## config.mk

```make
export PLATFORM = sky130hd
export DESIGN_NAME = event_latch_25
export DESIGN_NICKNAME = d
export VERILOG_FILES = /design/src/rtl/event_latch_25.sv
export SDC_FILE = /design/constraint.sdc
export NUM_CORES = 1
export LEC_CHECK = 0
export ABC_AREA = 1
export CAP_MARGIN = 20
export CORE_ASPECT_RATIO = 1.4
export CORE_MARGIN = 2
export CORE_UTILIZATION = 47
export CTS_CLUSTER_SIZE = 10
export DETAILED_ROUTE_END_ITERATION = 8
export GPL_TIMING_DRIVEN = 0
export PLACE_DENSITY = 0.85
export SYNTH_ARGS = -nofsm -noshare
export SYNTH_HDL_FRONTEND = slang
export SYNTH_SLANG_ARGS = --single-unit
```

## constraint.sdc

```tcl
create_clock -name clock -period 3.17 [get_ports clock]
set_clock_uncertainty 0.1 [all_clocks]
set_input_delay 0.317 -clock clock [delete_from_list [all_inputs] [get_ports clock]]
set_output_delay 0.317 -clock clock [all_outputs]
set_load 0.05 [all_outputs]
```

## src/rtl/event_latch_25.sv

```systemverilog
// Sticky edge latch for 25 event sources with a lowest-index request presenter.
// Optional drop counter is built only when EVENT_LATCH_DROP_COUNT_EN is defined.
module event_latch_25 #(
  parameter logic [24:0] POLARITY_MASK = 25'h0000000
) (
  input  logic        clock,
  input  logic        reset,
  input  logic [24:0] events,
  input  logic [24:0] enable_mask,
  input  logic        ack,
  output logic [24:0] pending,
  output logic        any_pending,
  output logic        req_valid,
  output logic [4:0]  req_index,
  output logic [7:0]  drop_count
);

  typedef enum logic {IDLE, PRESENT} state_t;

  state_t      state_q, state_d;
  logic [24:0] prev_q;
  logic [24:0] pending_q, pending_d;
  logic [4:0]  idx_q, idx_d;

  logic [24:0] norm;
  logic [24:0] edge_det;
  logic [24:0] clr_vec;
  logic [24:0] masked;
  logic [4:0]  low_idx;

  assign norm     = events ^ POLARITY_MASK;
  assign edge_det = norm & ~prev_q;
  assign clr_vec  = (state_q == PRESENT && ack) ? (25'(1) << idx_q) : '0;
  // A new edge wins over a coincident clear.
  assign pending_d = (pending_q & ~clr_vec) | edge_det;

  assign masked      = pending_q & enable_mask;
  assign any_pending = |masked;

  always_comb begin
    low_idx = '0;
    for (int i = 24; i >= 0; i--) begin
      if (masked[i]) low_idx = 5'(i);
    end
  end

  always_comb begin
    state_d = state_q;
    idx_d   = idx_q;
    case (state_q)
      IDLE: begin
        if (any_pending) begin
          state_d = PRESENT;
          idx_d   = low_idx;
        end
      end
      PRESENT: begin
        if (ack) state_d = IDLE;
      end
      default: state_d = IDLE;
    endcase
  end

  always_ff @(posedge clock) begin
    if (reset) begin
      state_q   <= IDLE;
      prev_q    <= '0;
      pending_q <= '0;
      idx_q     <= '0;
    end else begin
      state_q   <= state_d;
      prev_q    <= norm;
      pending_q <= pending_d;
      idx_q     <= idx_d;
    end
  end

  assign pending   = pending_q;
  assign req_valid = (state_q == PRESENT);
  assign req_index = idx_q;

`ifdef EVENT_LATCH_DROP_COUNT_EN
  logic [7:0] drop_q, drop_d;
  logic       drop_hit;

  // Any number of lost edges in one cycle counts once.
  assign drop_hit = |(edge_det & pending_q & ~clr_vec);
  assign drop_d   = (drop_hit && drop_q != 8'hFF) ? drop_q + 8'd1 : drop_q;

  always_ff @(posedge clock) begin
    if (reset) drop_q <= '0;
    else       drop_q <= drop_d;
  end

  assign drop_count = drop_q;
`else
  assign drop_count = 8'h00;
`endif

endmodule

```

==> flow_metrics.py <==
metrics = {
    "outcome": {
        "status": "finished, final reports clean",
    },
    "finish": {
        "diodes": 0,
        "fill_cells": 383,
        "final_util": 0.706,
        "drive_gt1_frac": 0.0884,
        "layout.nets": 482,
        "layout-area-overhead-vs-synth_pct": 44.0,
    },
    "logic_synthesis": {
        "syn_avg_cell_area_um2": 7.15,
        "yosysUniqueCellTypes": 28,
        "synthMostInstantiatedCell": "nand2_1",
        "synthFlopType": "dfxtp_1",
        "yosys.area_share.adder": 0,
        "yosys.area_share.simple": 0.300,
        "synth-xor-area-share": 0,
        "syn_inst": 332,
        "ys_ff_latch": 56,
        "yosysSeqAreaShare": 0.473,
        "yosysTopAreaCell": "dfxtp_1",
        "yosys-top-cells-count": "nand2_1, nor2_1, dfxtp_1",
        "synth-compound-area-share": 0.119,
        "synth_edf_count": 0,
        "async_flop_share": 0,
        "synth_top_area_share": 0.473,
        "yosysWarnings": 0,
        "synth_area_leaders": "dfxtp_1, nand2_1, nor2_1",
        "synth_top_family_by_area": "simple AND/OR/NAND/NOR gates",
        "muxShareOfSynthArea": 0,
        "netlist_area_um2": 2370,
    },
    "clock_tree": {
        "numCtsBuffers": 5,
        "h-tree-depth": 2,
        "clk_pin_slew_ns": 0.09,
        "cts_hold_buf": 0,
        "post_cts_buffers": 0,
        "cts-resized-gates": 0,
        "cts-root-buf": "clkbuf_8",
        "cts_tree": "built",
        "cts_buffer_depth": 2,
        "cts.sinks": 56,
        "insertion_delay_ns": 0.31,
    },
    "place": {
        "dp_hpwl_mm": 5.07,
        "io_buffers": 83,
        "place.gp.congestion": 0.891,
    },
    "floorplanning": {
        "fp.dieArea_um2": 5640,
        "dieWidth_um": 64.0,
        "start_util": 0.490,
        "io_pins": 93,
        "die_height_um": 88.1,
        "placementRows": 30,
        "core_area_um2": 4840,
    },
    "timing": {
        "drv_slew": 0,
        "setup_viol": 0,
        "fin_tns_setup_ns": 0,
        "fmax_mhz": 384,
        "worst_pin_slew_ns": 0.530,
        "rsz0062_at_grt": "no",
        "final-hold-violation-count": 0,
        "min_period_ns": 2.61,
        "slew_headroom": 0.646,
        "fin_crit_sh": 0.822,
    },
    "setup_path": {
        "end_kind": "output port",
        "worst_ep_required_time_ns": 2.75,
        "cp_max_fo": 3,
        "startpoint_type": "input pin",
        "crit_arrival_ns": 2.19,
        "crit_type": "in -> out",
    },
    "grt": {
        "grt_max_degree": 17,
        "grt_pass1_vias": 2352,
        "grt_overflow": 0,
        "grt_pass1_wl_mm": 10.3,
        "antenna_found_initial": 0,
        "track_usage": 0.232,
    },
    "pwr": {
        "powerDensity_nw_per_um2": 512,
        "p_leak_nw": 1.63,
        "max-vdd-ir-drop_mv": 0.407,
        "p_total_mw": 1.75,
    },
    "route": {
        "drt_wl_total_mm": 6.31,
        "via_count": 2421,
        "drc": 0,
        "dr.pass1.iters": 4,
        "antenna_left": 0,
        "dr.first_iter.drc_count": 141,
        "vias_per_cell": 4.90,
        "routedWlPerCell_um": 12.8,
    },
    "hold_path": {
        "hp-class": "in -> reg",
    },
    "run": {
        "drv_cap": 0,
    },
}
[power breakdown]
part | switching [mW] | internal, mW
Sequential | 0.0435 | 0.756
Clock | 0.219 | 0.235
Combinational | 0.305 | 0.191
[critical path: stages]
cell and delay (ns):
clkdlybuf4s50_1 0.40, nand2_1 0.08, nand2_1 0.08, nor2_1 0.17, nand2_1 0.09, nor2_1 0.16
nand2_1 0.15, clkdlybuf4s50_1 0.74
[registers in the layout, indices dropped and copies added, names as in the netlist]
name / count
req_index: 5
req_valid: 1
pending: 25
prev_q: 25
[placed cells by master, fill, tap and decap left out, drive strengths merged, types with 8 or more instances in the layout]
cell           synthesis  final
conb                   1      8
buf                    9      9
clkbuf                 5     11
inv                   40     40
dfxtp                 56     56
o21ai                 12     12
o22ai                 12     12
a21oi                 18     18
nor2                  63     63
clkdlybuf4s50          0     83
nand2                 95     95
[routing by layer]
layer	vias up	share of wire	GRT usage	wire, um
li1	1220	-	-	-
met1	1087	0.38	0.254	2400
met2	96	0.53	0.433	3330
met3	18	0.056	0.0411	352
met4	0	0.036	0.107	227
met5	-	0	0	0
[worst paths after layout]
kind                            cells past startpoint                endpoint  slack [ns]             startpoint
worst min-delay path                                2  pending[10]$_SDFF_PP0_        0.11                  reset
worst max-delay path                                8             any_pending        0.56        enable_mask[14]
worst max register to register                      7  pending[11]$_SDFF_PP0_        1.17   req_valid$_SDFF_PP0_
worst min register to register                      1  pending[10]$_SDFF_PP0_        0.33  prev_q[10]$_SDFF_PP0_
[cells by family after synthesis]
| logic type | Yosys count |
|---|---|
| AO/OA/AOI/OAI | 49 |
| buffers and inverters | 55 |
| flip-flops | 56 |
| other | 1 |
| AND/OR/NAND/NOR | 171 |
[per-stage QoR]
step                      std cells  cell area (um^2)  setup slack [ns]  hold slack (ns)
after global placement          486              3310             0.615            0.310
after floorplan                 339              2400              1.08            0.308
after CTS                       494              3420             0.555            0.113
final                           494              3420             0.565            0.115
after global routing            494              3420             0.407            0.111
after detailed placement        486              3310             0.559            0.313
[cell type report]
cell class / count / area (um^2) / share of cell area
inverters: 40 / 150 / 0.0439
multi-input cells: 228 / 1020 / 0.300
clock buffers: 6 / 72.6 / 0.0212
repair buffers: 83 / 831 / 0.243
plain buffers: 15 / 103 / 0.0300
well taps: 64 / 80.1 / 0.0234
clock inverters: 2 / 35.0 / 0.0103
flip-flops and latches: 56 / 1120 / 0.328
(Power assumes the default switching activity.)
